<file path="config.mk">
export PLATFORM = sky130hd
export DESIGN_NAME = rv_mem_arbiter
export DESIGN_NICKNAME = d
export VERILOG_FILES = /design/src/rtl/rv_pkg.sv /design/src/rtl/rv_timeout_cnt.sv /design/src/rtl/rv_mem_arbiter.sv
export SDC_FILE = /design/constraint.sdc
export NUM_CORES = 1
export LEC_CHECK = 0
export CAP_MARGIN = 20
export CORE_AREA = 3 3 106 108
export DETAILED_ROUTE_END_ITERATION = 10
export DIE_AREA = 0 0 109 111
export PLACE_DENSITY = 0.81
export SKIP_CTS_REPAIR_TIMING = 1
export SLEW_MARGIN = 25
export SYNTH_ARGS = -nofsm -noshare
export SYNTH_HDL_FRONTEND = slang
export SYNTH_SLANG_ARGS = --single-unit
export TNS_END_PERCENT = 50
</file>
<file path="constraint.sdc">
create_clock -name clk_top -period 4.3 [get_ports clk_top]
set_clock_uncertainty 0.05 [all_clocks]
set_input_delay 0.645 -clock clk_top [delete_from_list [all_inputs] [get_ports clk_top]]
set_output_delay 0.645 -clock clk_top [all_outputs]
set_load 0.1 [all_outputs]
</file>
<file path="src/rtl/rv_pkg.sv">
// Shared types for the instruction/data memory arbiter: FSM states, the
// requester encoding, and the round-robin pick.
package rv_pkg;

  typedef enum logic [1:0] {
    IDLE,
    BUSY,
    RESP
  } arb_state_t;

  typedef enum logic {
    OWN_I,
    OWN_D
  } owner_t;

  // A lone request always wins; on a tie the side not granted last wins.
  function automatic owner_t rr_pick(input logic ireq, input logic dreq, input owner_t last);
    if (ireq && dreq) return (last == OWN_I) ? OWN_D : OWN_I;
    return dreq ? OWN_D : OWN_I;
  endfunction

endpackage

</file>
<file path="src/rtl/rv_timeout_cnt.sv">
// Response-wait watchdog: counts enabled cycles since the last clear and flags
// the cycle whose closing edge brings the count to TIMEOUT_CYC.
module rv_timeout_cnt #(
  parameter int TIMEOUT_CYC = 15
) (
  input  logic clk_top,
  input  logic reset_top,
  input  logic clear,
  input  logic enable,
  output logic expired
);

  localparam int            CW   = $clog2(TIMEOUT_CYC + 1);
  localparam logic [CW-1:0] TOP  = CW'(TIMEOUT_CYC);
  localparam logic [CW-1:0] LAST = CW'(TIMEOUT_CYC - 1);

  logic [CW-1:0] count;

  // NOTE: sequential state uses non-blocking assignments so every flop samples
  // pre-edge values regardless of block ordering.
  always_ff @(posedge clk_top or negedge reset_top) begin
    if (!reset_top)                    count <= '0;
    else if (clear)                    count <= '0;
    else if (enable && count != TOP)   count <= count + CW'(1);
  end

  assign expired = enable && (count == LAST);

endmodule

</file>
<file path="src/rtl/rv_mem_arbiter.sv">
// Round-robin arbiter sharing one single-port memory between instruction fetch
// and data ports, with one outstanding transaction and a response timeout.
module rv_mem_arbiter
  import rv_pkg::*;
#(
  parameter int ADDR_W      = 32,
  parameter int DATA_W      = 32,
  parameter int TIMEOUT_CYC = 15
) (
  input  logic                clk_top,
  input  logic                reset_top,
  input  logic                i_req,
  input  logic [ADDR_W-1:0]   i_addr,
  output logic                i_gnt,
  output logic                i_rvalid,
  output logic                i_err,
  output logic [DATA_W-1:0]   i_rdata,
  input  logic                d_req,
  input  logic                d_we,
  input  logic [ADDR_W-1:0]   d_addr,
  input  logic [DATA_W-1:0]   d_wdata,
  input  logic [DATA_W/8-1:0] d_be,
  output logic                d_gnt,
  output logic                d_rvalid,
  output logic                d_err,
  output logic [DATA_W-1:0]   d_rdata,
  output logic                m_req,
  output logic                m_we,
  output logic [ADDR_W-1:0]   m_addr,
  output logic [DATA_W-1:0]   m_wdata,
  output logic [DATA_W/8-1:0] m_be,
  input  logic                m_rvalid,
  input  logic [DATA_W-1:0]   m_rdata
);

  arb_state_t state;
  owner_t     owner;
  owner_t     last_own;
  owner_t     winner;
  logic       armed;
  logic       grant;
  logic       expired;

  assign winner = rr_pick(i_req, d_req, last_own);
  // armed holds off grants until the first edge after reset release
  assign grant  = armed && (state == IDLE) && (i_req || d_req);

  // NOTE: every output gets a default before the branches so no latch is inferred.
  always_comb begin
    i_gnt   = 1'b0;
    d_gnt   = 1'b0;
    m_req   = grant;
    m_we    = 1'b0;
    m_addr  = '0;
    m_wdata = '0;
    m_be    = '0;
    if (grant) begin
      if (winner == OWN_D) begin
        d_gnt   = 1'b1;
        m_we    = d_we;
        m_addr  = d_addr;
        m_wdata = d_wdata;
        m_be    = d_be;
      end else begin
        i_gnt   = 1'b1;
        m_addr  = i_addr;
        m_be    = '1;
      end
    end
  end

  rv_timeout_cnt #(.TIMEOUT_CYC(TIMEOUT_CYC)) u_timeout (
    .clk_top   (clk_top),
    .reset_top (reset_top),
    .clear     (grant),
    .enable    (state == BUSY),
    .expired   (expired)
  );

  always_ff @(posedge clk_top or negedge reset_top) begin
    if (!reset_top) begin
      state    <= IDLE;
      owner    <= OWN_I;
      last_own <= OWN_I;  // "fetch went last" so data wins the first tie
      armed    <= 1'b0;
      i_rvalid <= 1'b0;
      i_err    <= 1'b0;
      i_rdata  <= '0;
      d_rvalid <= 1'b0;
      d_err    <= 1'b0;
      d_rdata  <= '0;
    end else begin
      armed <= 1'b1;
      case (state)
        IDLE: begin
          if (grant) begin
            owner    <= winner;
            last_own <= winner;
            state    <= BUSY;
          end
        end
        BUSY: begin
          // A real ack beats a timeout firing in the same cycle.
          if (m_rvalid || expired) begin
            state <= RESP;
            if (owner == OWN_D) begin
              d_rvalid <= 1'b1;
              d_err    <= !m_rvalid;
              d_rdata  <= m_rvalid ? m_rdata : '0;
            end else begin
              i_rvalid <= 1'b1;
              i_err    <= !m_rvalid;
              i_rdata  <= m_rvalid ? m_rdata : '0;
            end
          end
        end
        RESP: begin
          state    <= IDLE;
          i_rvalid <= 1'b0;
          i_err    <= 1'b0;
          d_rvalid <= 1'b0;
          d_err    <= 1'b0;
        end
        default: state <= IDLE;
      endcase
    end
  end

endmodule

</file>
# == Yosys cells after proc, flatten, opt, wreduce, memory -nomap -nowiden ==
# Cells that the tools add are included.
# totals
word_cells,72
input_bits,138
reg_bits,76
output_inout_bits,140
# classes
n_bitwise,1
add_sub_neg,1
n_reduce_logical,17
mux,35
n_eq_ne,8
# op_table
operator,n
32-bit two-way mux,5
1-bit two-way mux,19
4-bit two-way mux,4
3-bit AND reduction,4
"2-bit != test, second input constant",4
1-bit one-hot mux with 2 select lines,4
1-bit logical AND,5
"4-bit by 1-bit adder with 4-bit output, second input constant",1
"4-bit equality test, second input constant",1
2-bit two-way mux,2
"4-bit != test, second input constant",1
2-bit one-hot mux with 2 select lines,1
2-bit AND reduction,2
2-bit nonzero test,2
"2-bit by 1-bit equality test with 1-bit output, second input constant",1
"2-bit equality test, second input constant",1
2-bit logical NOT,1
1-bit logical OR,2
1-bit logical NOT,1
1-bit NOT,1

# == Depth between registers and ports, before layout ==
# logic_depth
depth_word,5
depth_mapped,6
depth_no_buf,5

# == Modules after synthesis ==
# Synthesis repeated with hierarchy kept, for this count alone.
# hier_totals
cells_unflattened,359
area_unflattened_um2,3742.3
# by_module_without_submodules
mod,n_inst,seq_area_each_um2,cells_each,area_per_inst_um2
rv_mem_arbiter,1,1801.7,336,3482.1
rv_timeout_cnt,1,100.1,23,260.2

# == Worst setup path after synthesis ==
# Ideal clock, no wire load.
# synth_timing
path_type,reg2out
startpoint,reg state[0]
endpoint,out m_be[0]
t_arrival_ps,2291
stages_incl_launch_ff,4
required_ps,3605
setup_slack_ps,1314
cell_sequence,dfrtp_1 > or3b_2 > nor2_4 > a21o_1
# synth_between
elab_chain_cells,4
# synth_rtl
item,line,rtl
from (decl),rv_mem_arbiter.sv:36,arb_state_t state;
from (signal assigned),rv_mem_arbiter.sv:82,state <= IDLE;
from (signal assigned),rv_mem_arbiter.sv:99,state <= BUSY;
from (signal assigned),rv_mem_arbiter.sv:105,state <= RESP;
2-bit logical NOT,rv_mem_arbiter.sv:46,assign grant = armed && (state == IDLE) && (i_req || d_req);
1-bit logical AND (2 in series),rv_mem_arbiter.sv:46,
named net m_req,rv_mem_arbiter.sv:27,"output logic m_req,"
4-bit two-way mux,rv_mem_arbiter.sv:57,if (grant) begin
to (decl),rv_mem_arbiter.sv:31,"output logic [DATA_W/8-1:0] m_be,"
# The timed path passes the listed nets, and every way through them passes these cells.

# == Worst setup path after layout ==
# layout_timing
startpoint,in i_req
endpoint,out m_addr[6]
# layout_between
elab_chain_cells,5
word_cells_on_any_way,7
cone_classes,mux (4); reduce/logical (3)
# layout_rtl
item,line,rtl
from (decl),rv_mem_arbiter.sv:12,"input logic i_req,"
1-bit logical AND,rv_pkg.sv:18,if (ireq && dreq) return (last == OWN_I) ? OWN_D : OWN_I;
1-bit two-way mux,rv_pkg.sv:18,
1-bit two-way mux,rv_pkg.sv:19,return dreq ? OWN_D : OWN_I;
32-bit two-way mux,rv_mem_arbiter.sv:58,if (winner == OWN_D) begin
32-bit two-way mux (*),rv_mem_arbiter.sv:57,
to (decl),rv_mem_arbiter.sv:29,"output logic [ADDR_W-1:0] m_addr,"
# Every way passes the cells marked *; elsewhere a longest branch is shown, timed or not.

==> results.md <==
- Max-cap violations in this run came to 0.
- For this configuration, the core starts out at a cell density of between 30% and 40%.
- The die height is about 110 um.
- The final critical path takes up between 70% and 80% of the cycle.
- The detail route stage leaves a number of antenna-violating nets equal to 0.
- In this run the standard cell core region covers 10300 um2.
- The flow ran to the end, and the final reports show no timing, DRC or antenna violations.
- The worst pin sits at a relative slew slack of roughly a third.
- Summed over all cells, the static leakage comes to between 2 and 3 nW.
- The via density per instance is between 5 and 6.
- Registers take approximately 1900 um2.
- The number of nets in the final layout is about 700.
- The leading cell type in the layout, fill and taps excluded is sky130_fd_sc_hd__clkdlybuf4s50_1.
- The biggest cell delay along the critical path is 0.81 ns.
- The number of design-rule violations left by the first detailed-router iteration is ~340.
- The die area is between 10000 and 15000 um2.
- Walking the worst path, the cells encountered are clkdlybuf4s50_1, nand2_1, and3_2, a22o_1, buf_4.
- Setup slack on the critical path of the routed design comes to 1.06 ns.
- The count of fill cells added during filler insertion is around 800.
- For this design, the slowest cell found on the critical path is sky130_fd_sc_hd__and3_2.
- The number of buffers inserted during clock tree synthesis is 9.
- The number of DRC violations after detailed routing is 0.
- In this run the number of H-tree levels came out at 3.
- The worst endpoint required time is around 3.6 ns.
- The pin count of the biggest net entering global routing is 77.
- The worst path needs roughly 3.2 ns of the cycle, external delays included.
- In the layout the commonest cells are sky130_fd_sc_hd__clkdlybuf4s50_1 (204), sky130_fd_sc_hd__a22o_1 (96), sky130_fd_sc_hd__dfrtp_1 (76).
- The summed negative setup slack over all endpoints is 0 ns.
- Power spread over the standard cell area amounts to about 910 nW/um2.
- The number of hold-slack violations in the final timing report was 0.
- The root buffer cell is sky130_fd_sc_hd__clkbuf_8.
- For this design the top-level I/O count stands at about 280.
- The TritonCTS sink count is 76.
- For this run, the top clock speed supported by timing is between 300 and 400 MHz.
- After floorplanning, the core was divided into 37 placement rows.
- The number of global-route vias before repair is 3581.
- Together, buffers and inverters on the worst path number 2.
- The endpoint kind of the worst setup timing path is an output port.
- The critical register-to-register path startpoint is u_timeout.count[0]$_DFFE_PN0P_.
- The HPWL reported at the end of detailed placement is 10.6 mm.
- The detailed router placed roughly 3500 vias in this run.
- The portion of the post-synthesis area used by sequential elements is 54.7%.
- The number of pins exceeding their max-slew limit in the final report is 0.
- The synthesized area per cell is around 12 um2.
- The CTS tree is yes.
- The number of inserted diodes is 0.
- When the netlist entered floorplanning its net count stood at about 420.
- For the worst setup path, the data arrival time is between 2 and 3 ns.
- In the final routed layout, each cell accounts on average for 19.5 um.
- The CTS clock-pin slew for the worst setup and hold paths is ~0.070 ns.
- The critical path class is primary input to output port.
- Global routing used 21.7% of the available tracks across all layers.
- The worst slack at placement is 1.08 ns.
- The cell class contributing the biggest share of worst-path delay is simple AND/OR/NAND/NOR gates.
- Counting flops and latches in the post-synthesis netlist gives 76.
- The post-synthesis instance area is between 3000 and 4000 um2.
- The path class of the tightest hold or removal check is primary input to async pin.
- Summing all multi-input logic gate instances after layout gives 1390 um2.
- At the end of routability-driven placement, the weighted congestion stood at between 0.8 and 0.9.
- The biggest fanout along the worst timing path is 66.
- At the pin with the least slew margin, the transition time is roughly 1.0 ns.
- The aggregate routed wire length is about 13 mm.
- Counting every instance in the synthesized netlist gives roughly 280.
- The maximum buffer depth of the clock tree is 2.
- The number of antenna violations at the first check in global routing was 0.
- The clock latency on the worst-skew pair is roughly 0.34 ns.
- During placement, the flow inserted port buffers numbering 277.
- The netlist uses 34 different library cells.
- The worst IR drop on VDD is around 700 uV.
- The critical path starts at i_req.
- Setup repair after global routing left no endpoint under its margin.
- The wire length of the first global-routing pass is around 20 mm.
- The kind of launch point of the worst setup path is a primary input.
- The number of setup violations in the final report is 0.
- In this run the horizontal extent of the chip is between 100 and 150 um.
- The synthesis-to-layout area growth is 85.1%.
- The first TritonRoute pass finished after 4 iterations.
- The total overflow reported by the global router is 0.
- The share of cells above drive strength 1 is between 10% and 20%.
- The Yosys step of the flow raised 0 warnings.
-- layer usage --
metal	global-route usage, %	routed length (um)	vias to the layer above	part of all wire (%)
li1	-	-	1597	-
met1	24.5	4790	1677	36
met2	34.9	6570	214	49
met3	8.15	1450	43	11
met4	11.5	678	0	5.0
met5	0	0	-	0
-- synthesized netlist by cell type --
cell / instances / area, um2
sky130_fd_sc_hd__conb_1: 1 / 3.75
sky130_fd_sc_hd__dfrtp_1: 76 / 1900
sky130_fd_sc_hd__and2b_1: 1 / 7.51
sky130_fd_sc_hd__buf_6: 1 / 11.3
sky130_fd_sc_hd__clkbuf_1: 1 / 3.75
sky130_fd_sc_hd__o22ai_1: 1 / 6.26
sky130_fd_sc_hd__a21oi_1: 3 / 15.0
sky130_fd_sc_hd__nor2_4: 1 / 11.3
sky130_fd_sc_hd__nor3b_1: 1 / 7.51
sky130_fd_sc_hd__nor3b_2: 1 / 12.5
sky130_fd_sc_hd__a21o_1: 4 / 30.0
sky130_fd_sc_hd__nor2_1: 3 / 11.3
sky130_fd_sc_hd__or3b_2: 1 / 8.76
sky130_fd_sc_hd__buf_4: 10 / 75.1
sky130_fd_sc_hd__nand2b_1: 2 / 12.5
sky130_fd_sc_hd__or3_1: 2 / 12.5
sky130_fd_sc_hd__buf_8: 3 / 45.0
sky130_fd_sc_hd__nand2_1: 7 / 26.3
sky130_fd_sc_hd__and2_4: 1 / 8.76
sky130_fd_sc_hd__inv_1: 1 / 3.75
sky130_fd_sc_hd__and2_1: 35 / 219
sky130_fd_sc_hd__nand3_1: 4 / 20.0
sky130_fd_sc_hd__mux2i_1: 1 / 10.0
sky130_fd_sc_hd__ha_1: 2 / 25.0
sky130_fd_sc_hd__o21ba_2: 1 / 10.0
sky130_fd_sc_hd__a22o_1: 96 / 841
sky130_fd_sc_hd__buf_2: 10 / 50.1
sky130_fd_sc_hd__a31o_2: 1 / 8.76
sky130_fd_sc_hd__or2b_1: 1 / 7.51
sky130_fd_sc_hd__o31ai_1: 1 / 7.51
sky130_fd_sc_hd__and3b_1: 1 / 8.76
sky130_fd_sc_hd__o21ai_0: 3 / 15.0
sky130_fd_sc_hd__a22oi_1: 2 / 15.0
sky130_fd_sc_hd__and3_1: 4 / 25.0
-- power by group --
| part | switching [W] | internal [W] | leakage [nW] | total, W |
|---|---|---|---|---|
| clock | 0.000238 | 0.000283 | 0.100 | 0.000522 |
| sequential | 0.000201 | 0.00103 | 0.952 | 0.00123 |
| combinational | 0.00311 | 0.000989 | 1.93 | 0.00410 |
| total | 0.00355 | 0.00230 | 2.98 | 0.00585 |
-- worst paths after layout --
check                                     endpoint  slack, ns  cells past startpoint
min in group clk_top          i_rvalid$_DFFE_PN0P_       0.43                      2
max in group asynchronous     state[0]$_DFFE_PN0P_       3.20                      1
setup / recovery                         m_addr[6]       1.06                      5
hold reg to reg               i_rvalid$_DFFE_PN0P_       0.43                      2
hold / removal             i_rdata[20]$_DFFE_PN0P_       0.40                      1
setup reg to reg            d_rdata[8]$_DFFE_PN0P_       2.44                      5
-- cell type report --
| type | instances | share of cell area [%] |
|---|---|---|
| Timing Repair Buffer | 280 | 43.1 |
| Sequential cell | 76 | 29.6 |
| Multi-Input combinational cell | 181 | 21.6 |
| Tap cell | 136 | 2.64 |
| Clock buffer | 12 | 2.26 |
| Clock inverter | 4 | 0.758 |
| Inverter | 1 | 0.0583 |
-- stage by stage --
step                hold WS [ns]  std cells  utilization [%]  area [um2]  total power [W]
finish                     0.397        690             62.3        6430          0.00585
global route               0.462        690             62.3        6430          0.00605
CTS                        0.420        690             62.3        6430          0.00589
detailed placement         0.417        674             60.5        6240          0.00535
global placement           0.413        674             60.4        6240          0.00531
floorplan                  0.299        283                -        3480          0.00430
-- registers in the layout, indices dropped and copies added (netlist names) --
register         cells
d_err                1
armed                1
u_timeout.count      4
d_rdata             32
last_own             1
i_rdata             32
d_rvalid             1
i_rvalid             1
state                2
i_err                1
-- cells by family after synthesis --
logic type,Yosys count,share of synthesized area [%]
mux,1,0.288
buf+inv,26,5.43
flops,76,54.7
compound gates,112,27.3
simple gates,65,11.5
fa+ha+maj,2,0.720
other cells,1,0.108
No activity file was read; power rests on OpenSTA's default activity.
